[src/rtl/uart_shift_link.sv]
// 8N1 UART transceiver with a parameterised staging shift register.
// Both baud ticks come from free-running dividers of the single system clock.
module uart_shift_link #(
  parameter int CLK_FREQ       = 50_000_000,
  parameter int BAUD           = 115200,
  parameter int SR_INPUT_WIDTH = 32,
  parameter int SR_DATA_WIDTH  = 32,
  parameter int SR_SHIFT_WIDTH = 8
) (
  input  logic                      clock,
  input  logic                      reset,
  input  logic [7:0]                din,
  input  logic                      wr_en,
  output logic                      tx,
  output logic                      tx_busy,
  input  logic                      rx,
  output logic                      rdy,
  input  logic                      rdy_clr,
  output logic [7:0]                dout,
  input  logic [SR_INPUT_WIDTH-1:0] sr_in,
  input  logic                      sr_load,
  input  logic                      sr_shift,
  output logic [SR_DATA_WIDTH-1:0]  sr_out
);

  localparam int TX_DIV = CLK_FREQ / BAUD;
  localparam int RX_DIV = CLK_FREQ / (16 * BAUD);
  localparam int TX_CW  = (TX_DIV > 1) ? $clog2(TX_DIV) : 1;
  localparam int RX_CW  = (RX_DIV > 1) ? $clog2(RX_DIV) : 1;

  typedef enum logic [1:0] {TX_IDLE, TX_START, TX_DATA, TX_STOP} tx_state_t;
  typedef enum logic [1:0] {RX_IDLE, RX_START, RX_DATA, RX_STOP} rx_state_t;

  logic [TX_CW-1:0] tx_cnt_r;
  logic [RX_CW-1:0] rx_cnt_r;
  logic             tx_tick_s;
  logic             rx_tick_s;

  tx_state_t  tx_state_r, tx_state_nxt_s;
  logic [7:0] tx_shreg_r, tx_shreg_nxt_s;
  logic [2:0] tx_bit_r, tx_bit_nxt_s;
  logic       tx_lead_r, tx_lead_nxt_s;
  logic       tx_r, tx_nxt_s;
  logic       tx_busy_r, tx_busy_nxt_s;

  logic       rx_meta_r, rx_sync_r;
  rx_state_t  rx_state_r, rx_state_nxt_s;
  logic [3:0] rx_tcnt_r, rx_tcnt_nxt_s;
  logic [2:0] rx_bit_r, rx_bit_nxt_s;
  logic [7:0] rx_shreg_r, rx_shreg_nxt_s;
  logic       rx_done_s;
  logic [7:0] dout_r;
  logic       rdy_r;

  logic [SR_DATA_WIDTH-1:0] sr_r;
  logic [SR_DATA_WIDTH-1:0] sr_load_val_s;

  assign tx_tick_s = (tx_cnt_r == TX_CW'(TX_DIV - 1));
  assign rx_tick_s = (rx_cnt_r == RX_CW'(RX_DIV - 1));

  // Free-running baud dividers
  always_ff @(posedge clock) begin
    if (!reset) begin
      tx_cnt_r <= '0;
      rx_cnt_r <= '0;
    end else begin
      tx_cnt_r <= tx_tick_s ? '0 : tx_cnt_r + TX_CW'(1);
      rx_cnt_r <= rx_tick_s ? '0 : rx_cnt_r + RX_CW'(1);
    end
  end

  // TX state and registered line/busy outputs
  always_ff @(posedge clock) begin
    if (!reset) begin
      tx_state_r <= TX_IDLE;
      tx_shreg_r <= 8'h00;
      tx_bit_r   <= 3'd0;
      tx_lead_r  <= 1'b0;
      tx_r       <= 1'b1;
      tx_busy_r  <= 1'b0;
    end else begin
      tx_state_r <= tx_state_nxt_s;
      tx_shreg_r <= tx_shreg_nxt_s;
      tx_bit_r   <= tx_bit_nxt_s;
      tx_lead_r  <= tx_lead_nxt_s;
      tx_r       <= tx_nxt_s;
      tx_busy_r  <= tx_busy_nxt_s;
    end
  end

  // TX next state; START first waits for a tick, then holds the start bit one bit time
  always_comb begin
    tx_state_nxt_s = tx_state_r;
    tx_shreg_nxt_s = tx_shreg_r;
    tx_bit_nxt_s   = tx_bit_r;
    tx_lead_nxt_s  = tx_lead_r;
    tx_nxt_s       = tx_r;
    tx_busy_nxt_s  = tx_busy_r;
    case (tx_state_r)
      TX_IDLE: begin
        if (wr_en) begin
          tx_state_nxt_s = TX_START;
          tx_shreg_nxt_s = din;
          tx_lead_nxt_s  = 1'b0;
          tx_busy_nxt_s  = 1'b1;
        end else begin
          tx_nxt_s = 1'b1;
        end
      end
      TX_START: begin
        if (tx_tick_s && !tx_lead_r) begin
          tx_nxt_s      = 1'b0;
          tx_lead_nxt_s = 1'b1;
        end else if (tx_tick_s) begin
          tx_nxt_s       = tx_shreg_r[0];
          tx_shreg_nxt_s = {1'b0, tx_shreg_r[7:1]};
          tx_bit_nxt_s   = 3'd0;
          tx_state_nxt_s = TX_DATA;
        end else begin
          tx_lead_nxt_s = tx_lead_r;
        end
      end
      TX_DATA: begin
        if (tx_tick_s && (tx_bit_r == 3'd7)) begin
          tx_nxt_s       = 1'b1;
          tx_state_nxt_s = TX_STOP;
        end else if (tx_tick_s) begin
          tx_nxt_s       = tx_shreg_r[0];
          tx_shreg_nxt_s = {1'b0, tx_shreg_r[7:1]};
          tx_bit_nxt_s   = tx_bit_r + 3'd1;
        end else begin
          tx_bit_nxt_s = tx_bit_r;
        end
      end
      TX_STOP: begin
        if (tx_tick_s) begin
          tx_state_nxt_s = TX_IDLE;
          tx_busy_nxt_s  = 1'b0;
        end else begin
          tx_busy_nxt_s = 1'b1;
        end
      end
      default: begin
        tx_state_nxt_s = TX_IDLE;
        tx_nxt_s       = 1'b1;
        tx_busy_nxt_s  = 1'b0;
      end
    endcase
  end

  // RX synchronizer, state and received-byte registers
  always_ff @(posedge clock) begin
    if (!reset) begin
      rx_meta_r  <= 1'b1;
      rx_sync_r  <= 1'b1;
      rx_state_r <= RX_IDLE;
      rx_tcnt_r  <= 4'd0;
      rx_bit_r   <= 3'd0;
      rx_shreg_r <= 8'h00;
      dout_r     <= 8'h00;
      rdy_r      <= 1'b0;
    end else begin
      rx_meta_r  <= rx;
      rx_sync_r  <= rx_meta_r;
      rx_state_r <= rx_state_nxt_s;
      rx_tcnt_r  <= rx_tcnt_nxt_s;
      rx_bit_r   <= rx_bit_nxt_s;
      rx_shreg_r <= rx_shreg_nxt_s;
      if (rx_done_s) begin
        dout_r <= rx_shreg_r;
        rdy_r  <= 1'b1;
      end else if (rdy_clr) begin
        rdy_r  <= 1'b0;
      end else begin
        rdy_r  <= rdy_r;
      end
    end
  end

  // RX next state; samples at mid-bit using 16x oversampling ticks
  always_comb begin
    rx_state_nxt_s = rx_state_r;
    rx_tcnt_nxt_s  = rx_tcnt_r;
    rx_bit_nxt_s   = rx_bit_r;
    rx_shreg_nxt_s = rx_shreg_r;
    rx_done_s      = 1'b0;
    case (rx_state_r)
      RX_IDLE: begin
        if (rx_tick_s && !rx_sync_r) begin
          rx_state_nxt_s = RX_START;
          rx_tcnt_nxt_s  = 4'd0;
        end else begin
          rx_tcnt_nxt_s = 4'd0;
        end
      end
      RX_START: begin
        if (rx_tick_s && (rx_tcnt_r == 4'd7)) begin
          rx_tcnt_nxt_s  = 4'd0;
          rx_bit_nxt_s   = 3'd0;
          rx_state_nxt_s = rx_sync_r ? RX_IDLE : RX_DATA;
        end else if (rx_tick_s) begin
          rx_tcnt_nxt_s = rx_tcnt_r + 4'd1;
        end else begin
          rx_tcnt_nxt_s = rx_tcnt_r;
        end
      end
      RX_DATA: begin
        if (rx_tick_s && (rx_tcnt_r == 4'd15)) begin
          rx_tcnt_nxt_s  = 4'd0;
          rx_shreg_nxt_s = {rx_sync_r, rx_shreg_r[7:1]};
          rx_bit_nxt_s   = rx_bit_r + 3'd1;
          rx_state_nxt_s = (rx_bit_r == 3'd7) ? RX_STOP : RX_DATA;
        end else if (rx_tick_s) begin
          rx_tcnt_nxt_s = rx_tcnt_r + 4'd1;
        end else begin
          rx_tcnt_nxt_s = rx_tcnt_r;
        end
      end
      RX_STOP: begin
        if (rx_tick_s && (rx_tcnt_r == 4'd15)) begin
          rx_tcnt_nxt_s  = 4'd0;
          rx_state_nxt_s = RX_IDLE;
          rx_done_s      = rx_sync_r;
        end else if (rx_tick_s) begin
          rx_tcnt_nxt_s = rx_tcnt_r + 4'd1;
        end else begin
          rx_tcnt_nxt_s = rx_tcnt_r;
        end
      end
      default: begin
        rx_state_nxt_s = RX_IDLE;
        rx_tcnt_nxt_s  = 4'd0;
      end
    endcase
  end

  generate
    if (SR_INPUT_WIDTH == SR_DATA_WIDTH) begin : g_sr_parallel
      assign sr_load_val_s = sr_in;
    end else begin : g_sr_append
      assign sr_load_val_s = {sr_r[SR_DATA_WIDTH-SR_INPUT_WIDTH-1:0], sr_in};
    end
  endgenerate

  // Staging shift register: load/append wins over shift
  always_ff @(posedge clock) begin
    if (!reset) begin
      sr_r <= '0;
    end else if (sr_load) begin
      sr_r <= sr_load_val_s;
    end else if (sr_shift) begin
      sr_r <= sr_r << SR_SHIFT_WIDTH;
    end else begin
      sr_r <= sr_r;
    end
  end

  assign tx      = tx_r;
  assign tx_busy = tx_busy_r;
  assign rdy     = rdy_r;
  assign dout    = dout_r;
  assign sr_out  = sr_r;

endmodule

[config.mk]
export PLATFORM = sky130hd
export DESIGN_NAME = uart_shift_link
export DESIGN_NICKNAME = d
export VERILOG_FILES = /design/src/rtl/uart_shift_link.sv
export SDC_FILE = /design/constraint.sdc
export NUM_CORES = 1
export LEC_CHECK = 0
export ABC_AREA = 1
export CORE_MARGIN = 10
export CORE_UTILIZATION = 54
export DETAILED_ROUTE_END_ITERATION = 6
export HOLD_SLACK_MARGIN = 0.06
export PLACE_DENSITY = 0.84
export SYNTH_ARGS = -nofsm -noshare
export SYNTH_HDL_FRONTEND = slang
export SYNTH_SLANG_ARGS = --single-unit
export TNS_END_PERCENT = 1
[constraint.sdc]
create_clock -name clock -period 3.2 [get_ports clock]
set_clock_uncertainty 0.2 [all_clocks]
set_input_delay 0.64 -clock clock [delete_from_list [all_inputs] [get_ports clock]]
set_output_delay 0.64 -clock clock [all_outputs]
set_load 0.01 [all_outputs]
==> results by group, run 1 <==
Place
  • GP Congestion: 0.806
  • Cell Area, Placed: 0.00510 mm²
  • Port Buf Inserts: 89
  • Dpl hpwl: 7700 µm

Power and ir drop
  • PD cells: 549 mW/mm²
  • Total Power: 2920 µW
  • Peak supply drop: 0.000294 V
  • Leakage: 0.00232 µW

Timing
  • Min Hold Slack: 0.231 ns
  • Max Clock Freq: 0.463 GHz
  • RSZ-0062 raised after global routing: no
  • Final Critical Period: 2.16 ns
  • Final period utilization: 0.675
  • Worst slew margin: 0.583
  • Final Hold Viols: 0
  • TNS Setup: 0 ns
  • Setup Viol. Count Final: 0
  • Max-slew violation count: 0
  • Worst Tran Pin Value: 0.621 ns

Final layout
  • Antenna cell count: 0
  • Final nets: 722
  • Layout cells sized above 1: 0.0660
  • Final Cell Area: 0.00532 mm²
  • Most common cell after layout, fill and taps aside: nand2_1
  • Most frequent cells in the layout: nand2_1 (172), dfxtp_1 (90), clkdlybuf4s50_1 (89)
  • Area Overhead vs Synth: 28.5%
  • Fillers: 588

Drt
  • Final WL: 10500 µm
  • Vias per cell: 5.15
  • Routed length per instance: 13.7 µm
  • DRT iter0 DRCs: 155
  • Antenna violation net count after detailed routing: 0
  • Residual DRC count: 0
  • Drt pass-1 iters: 4
  • Via Count: 3947

Floorplan
  • Die width: 108 µm
  • Die H: 108 µm
  • Core area: 0.00737 mm²
  • Initial Util: 0.562
  • Standard-cell rows: 31
  • I/O pin total: 90
  • Die area: 0.0116 mm²

Critical path
  • CP Launch Type: flip-flop
  • Worst r2r src: tx_state_r[0]
  • Peak fanout along the critical path: 3
  • CP Class: reg -> out
  • Data arrival, critical path: 1.32 ns
  • Worst path bufs/invs: 1
  • CP endpoint kind: output port
  • CP max-delay cell: clkdlybuf4s50_1
  • CP required: 2.36 ns
  • Worst R2R Path Depth: 7
  • Crit-path cells: clkdlybuf4s50_1
  • Max incr delay on CP: 0.59 ns
  • Reg-to-reg slack, setup: 1.14 ns
  • Delay-heaviest family, CP: buffers and inverters
  • Reg-to-reg endpoint: tx_shreg_r[3]

Synthesis
  • Post-synth top area share: 0.435
  • Synth top area cells: dfxtp_1 (44%), nand2_1 (16%), inv_1 (6.0%)
  • Synth area leader: dfxtp_1
  • Syn_nets: 638
  • Sequential area share after synthesis: 0.435
  • Yosys warns: 0
  • Synthesized area: 0.00414 mm²
  • Number of distinct library cells after synthesis: 35
  • Yosys reg bits: 90
  • Mean Syn Cell Area: 7.17 µm²
  • Synthesized instance count: 578

Global route
  • Total GRT Usage: 0.179
  • First-pass GRT wire length: 17400 µm
  • Largest net degree at the start of global routing: 50
  • Initial antenna violation count: 0
  • GRT overflow: 0
  • Vias in the first global route: 3797

Clock network
  • Clock Sinks: 90
  • Post-CTS sizing: 0
  • CTS tree: yes
  • Maximum clock path buffer count: 2
  • CTS buffer count: 9
  • Reg clk slew, reported paths: 0.09 ns
  • Worst-Skew Late Latency: 0.35 ns
  • Post-CTS Setup Repair Bufs: 0
  • Root buffer cell: clkbuf_8
  • CTS H-tree lvls: 3
  • Hold Buf Count CTS: 0

Hold path
  • Hold Crit Depth: 1
  • WHS Endpoint: rx_sync_r
  • HP Start: rx_meta_r
  • Min-Delay Path Class: reg -> reg

Job
  • Max_cap viols: 0

Outcome
  • Status: finished clean
power by group:
group          total, µW  internal [µW]  leakage (µW)  switching, µW
Clock                866            445      0.000102            420
Combinational        777            337       0.00149            440
Sequential          1280           1220      0.000736           62.7
Yosys cell counts:
master / instances
nand2_1: 172
nor3b_1: 2
nand2_2: 4
o211ai_1: 9
inv_2: 4
dfxtp_1: 90
o21ai_0: 12
nor2_4: 2
nor2_2: 4
o221ai_1: 2
ha_1: 13
a21oi_1: 37
clkbuf_1: 12
nand4_1: 16
o31ai_1: 1
xor2_1: 5
buf_1: 4
o21a_1: 2
or2_1: 1
buf_2: 2
a31oi_1: 1
buf_4: 2
mux2i_1: 7
clkinv_1: 1
a21oi_4: 1
nand4_2: 2
inv_1: 66
nand3b_1: 1
nor3_1: 4
or2_2: 5
buf_6: 1
nand3_1: 34
nor2_1: 57
nand3_2: 1
a22oi_1: 1
flip-flops by register name, indices dropped and copies added, names as in the netlist, 2 cells and up, named ones only:
name        cells
tx_cnt_r        9
tx_bit_r        3
rx_bit_r        3
dout            8
rx_cnt_r        5
tx_shreg_r      8
sr_out         32
rx_tcnt_r       4
rx_shreg_r      8
tx_state_r      2
through the flow:
stage	cells	setup slack [ns]	util
floorplan	578	1.33	-
global placement	750	0.735	0.692
detailed placement	750	0.691	0.692
CTS	766	1.03	0.722
global route	766	0.932	0.722
finish	766	1.04	0.722
worst max-delay path by stage:
stage                           from           to  slack, ns  depth (start not counted)
after floorplan              sr_load   sr_out[29]       1.33                          9
after global placement         reset    rx_meta_r       0.73                          3
after detailed placement       reset    rx_meta_r       0.69                          3
after CTS                 sr_out[22]   sr_out[22]       1.03                          1
after global routing           reset  tx_cnt_r[6]       0.93                          5
final                     sr_out[22]   sr_out[22]       1.04                          1
final cells by class:
class                           count  area, µm²  share of cell area
Timing Repair Buffer               94        928               0.174
Sequential cell                    90       1800               0.339
Clock buffer                        9        124              0.0233
Inverter                           71        267              0.0501
Tap cell                           99        124              0.0233
Clock inverter                      7        100              0.0188
Multi-Input combinational cell    396       1980               0.372
routing by layer:
metal  vias to the layer above  GRT usage  routed length, µm
li1                       2006          -                  -
met1                      1819      0.207               4290
met3                        18     0.0377                588
met5                         -          0                  0
met4                         0     0.0811                224
met2                       104      0.309               5400
cell families (layout without fill, tap and decap cells):
kind of cell             count (synthesis)  after routing  synth area share
adder cells (fa/ha/maj)                 13             13            0.0393
XOR/XNOR                                 5              5            0.0106
AO/OA/AOI/OAI                           66             66            0.0925
multiplexers                             7              7            0.0169
flip-flops                              90             90             0.435
buffers and inverters                   92            181            0.0876
AND/OR/NAND/NOR                        305            305             0.318
No activity file was read; power rests on OpenSTA's default activity.
==> inputs of run 2 (changes only) <==
--- a/config.mk
+++ b/config.mk
@@ -7,10 +7,10 @@
 export LEC_CHECK = 0
 export ABC_AREA = 1
 export CORE_MARGIN = 10
-export CORE_UTILIZATION = 54
+export CORE_UTILIZATION = 51
 export DETAILED_ROUTE_END_ITERATION = 6
 export HOLD_SLACK_MARGIN = 0.06
-export PLACE_DENSITY = 0.84
+export PLACE_DENSITY = 0.8
 export SYNTH_ARGS = -nofsm -noshare
 export SYNTH_HDL_FRONTEND = slang
 export SYNTH_SLANG_ARGS = --single-unit
==> constraint.sdc (replaced) <==
create_clock -name clock -period 2 [get_ports clock]
set_clock_uncertainty 0.2 [all_clocks]
set_input_delay 0.4 -clock clock [delete_from_list [all_inputs] [get_ports clock]]
set_output_delay 0.4 -clock clock [all_outputs]
set_load 0.01 [all_outputs]
==> results by group, run 2 (same netlist as run 1, synthesis figures left out) <==
Hold path
  • Min-Delay Path Class: reg -> reg

Global route
  • Vias in the first global route: 3815
  • Largest net degree at the start of global routing: 28
  • Initial antenna violation count: 0
  • GRT overflow: 0
  • First-pass GRT wire length: 17700 µm
  • Total GRT Usage: 0.178

Floorplan
  • Die area: 0.0121 mm²
  • Die width: 110 µm
  • Standard-cell rows: 32
  • Die H: 110 µm
  • I/O pin total: 90
  • Core area: 0.00781 mm²
  • Initial Util: 0.530

Final layout
  • Layout cells sized above 1: 0.0946
  • Final Cell Area: 0.00553 mm²
  • Multi-input combinational cell area: 0.00199 mm²
  • Most common cell after layout, fill and taps aside: nand2_1
  • Antenna cell count: 0
  • Fin cells: 789
  • Fillers: 634
  • Most frequent cells in the layout: nand2_1 (172), dfxtp_1 (90), clkdlybuf4s50_1 (89)
  • FF/Latch Area: 0.00180 mm²
  • Max reg flops: 32
  • Area Overhead vs Synth: 33.6%
  • Final nets: 742

Place
  • Cell Area, Placed: 0.00529 mm²
  • Place WS: -0.0171 ns
  • GP Congestion: 0.827
  • Placed cell count: 773
  • Port Buf Inserts: 89
  • Dpl hpwl: 8030 µm

Drt
  • Vias per cell: 5.04
  • Drt pass-1 iters: 4
  • Via Count: 3976
  • Met3 routed WL: 572 µm
  • DR top layer: met4
  • Final WL: 10700 µm
  • Residual DRC count: 0
  • Antenna violation net count after detailed routing: 0
  • Met2 WL: 5410 µm
  • DRT iter0 DRCs: 144
  • Met1 WL: 4510 µm
  • Routed length per instance: 13.6 µm

Clock network
  • CTS tree: yes
  • Maximum clock path buffer count: 2
  • Reg clk slew, reported paths: 0.09 ns
  • CTS buffer count: 9
  • Clock Sinks: 90
  • Worst-Skew Late Latency: 0.35 ns
  • CTS H-tree lvls: 3
  • Root buffer cell: clkbuf_8
  • Hold Buf Count CTS: 0

Timing
  • Final period utilization: 0.962
  • Worst slew margin: 0.781
  • RSZ-0062 raised after global routing: yes
  • Max-slew violation count: 0
  • TNS Setup: 0 ns
  • Setup Viol. Count Final: 0
  • Worst Tran Pin Value: 0.329 ns
  • Min Hold Slack: 0.224 ns
  • Final Hold Viols: 0
  • Final Critical Period: 1.92 ns
  • Max Clock Freq: 0.520 GHz
  • Final WS setup: 0.0758 ns

Critical path
  • Data arrival, critical path: 1.32 ns
  • Worst path bufs/invs: 1
  • CP Launch Type: flip-flop
  • Max incr delay on CP: 0.58 ns
  • CP endpoint kind: output port
  • CP Class: reg -> out
  • CP max-delay cell: clkdlybuf4s50_1
  • Peak fanout along the critical path: 3
  • Delay-heaviest family, CP: buffers and inverters
  • Crit-path cells: clkdlybuf4s50_1
  • Reg-to-reg slack, setup: 0.15 ns
  • CP required: 1.40 ns

Power and ir drop
  • PD cells: 865 mW/mm²
  • Leakage: 0.00245 µW
  • Peak supply drop: 0.000485 V

Job
  • Max_cap viols: 0

Outcome
  • Status: finished clean
-- run 2: cell types whose count changed in the layout (fill, tap and decap cells not counted), moves of 2 or more --
| cell | previous run | this run |
|---|---|---|
| buf_12 | 0 | 3 |
| clkinvlp_4 | 3 | 1 |
| inv_6 | 2 | 0 |
| clkinv_4 | 0 | 2 |
| buf_4 | 5 | 22 |
-- run 2: power by group --
group | total [µW] | switching [µW] | internal (µW)
Sequential | 2050 | 104 | 1950
Combinational | 1340 | 712 | 626
Clock | 1390 | 652 | 740
Total | 4780 | 1470 | 3320
-- run 2: metal layers --
metal	GRT usage	vias to the layer above
met4	0.0725	0
met2	0.313	85
met1	0.206	1832
met5	0	-
met3	0.0377	15
li1	-	2044
-- run 2: final timing paths --
check                                  from    endpoint  cells after the start
worst max-delay path             sr_out[22]  sr_out[22]                      1
worst min-delay path              rx_meta_r   rx_sync_r                      1
worst max register to register  rx_cnt_r[0]     dout[3]                      9
worst min register to register    rx_meta_r   rx_sync_r                      1
-- run 2: area by class of cell --
class / count / area share
Clock buffer: 10 / 0.0249
Clock inverter: 6 / 0.0163
Inverter: 71 / 0.0482
Multi-Input combinational cell: 396 / 0.360
Sequential cell: 90 / 0.326
Tap cell: 102 / 0.0231
Timing Repair Buffer: 114 / 0.202
-- run 2: stage by stage --
stage | total power [µW] | utilization
final | 4780 | 0.709
after global routing | 5080 | 0.709
after global placement | 3370 | 0.677
after floorplan | 2940 | -
after detailed placement | 3420 | 0.677
after CTS | 4800 | 0.707
-- run 2: worst register-to-register path, stage by stage, from the launching register on --
cell	delay (ns)
dfxtp_1	0.35
inv_1	0.06
ha_1	0.17
nand3_1	0.15
nor2_4	0.21
nand2_2	0.09
inv_2	0.07
nand2_2	0.13
buf_4	0.20
a21oi_1	0.14
-- run 2: timing repair --
action,in CTS,in global routing
setup endpoints to repair,0,9
setup buffers,0,0
resized for setup,0,4
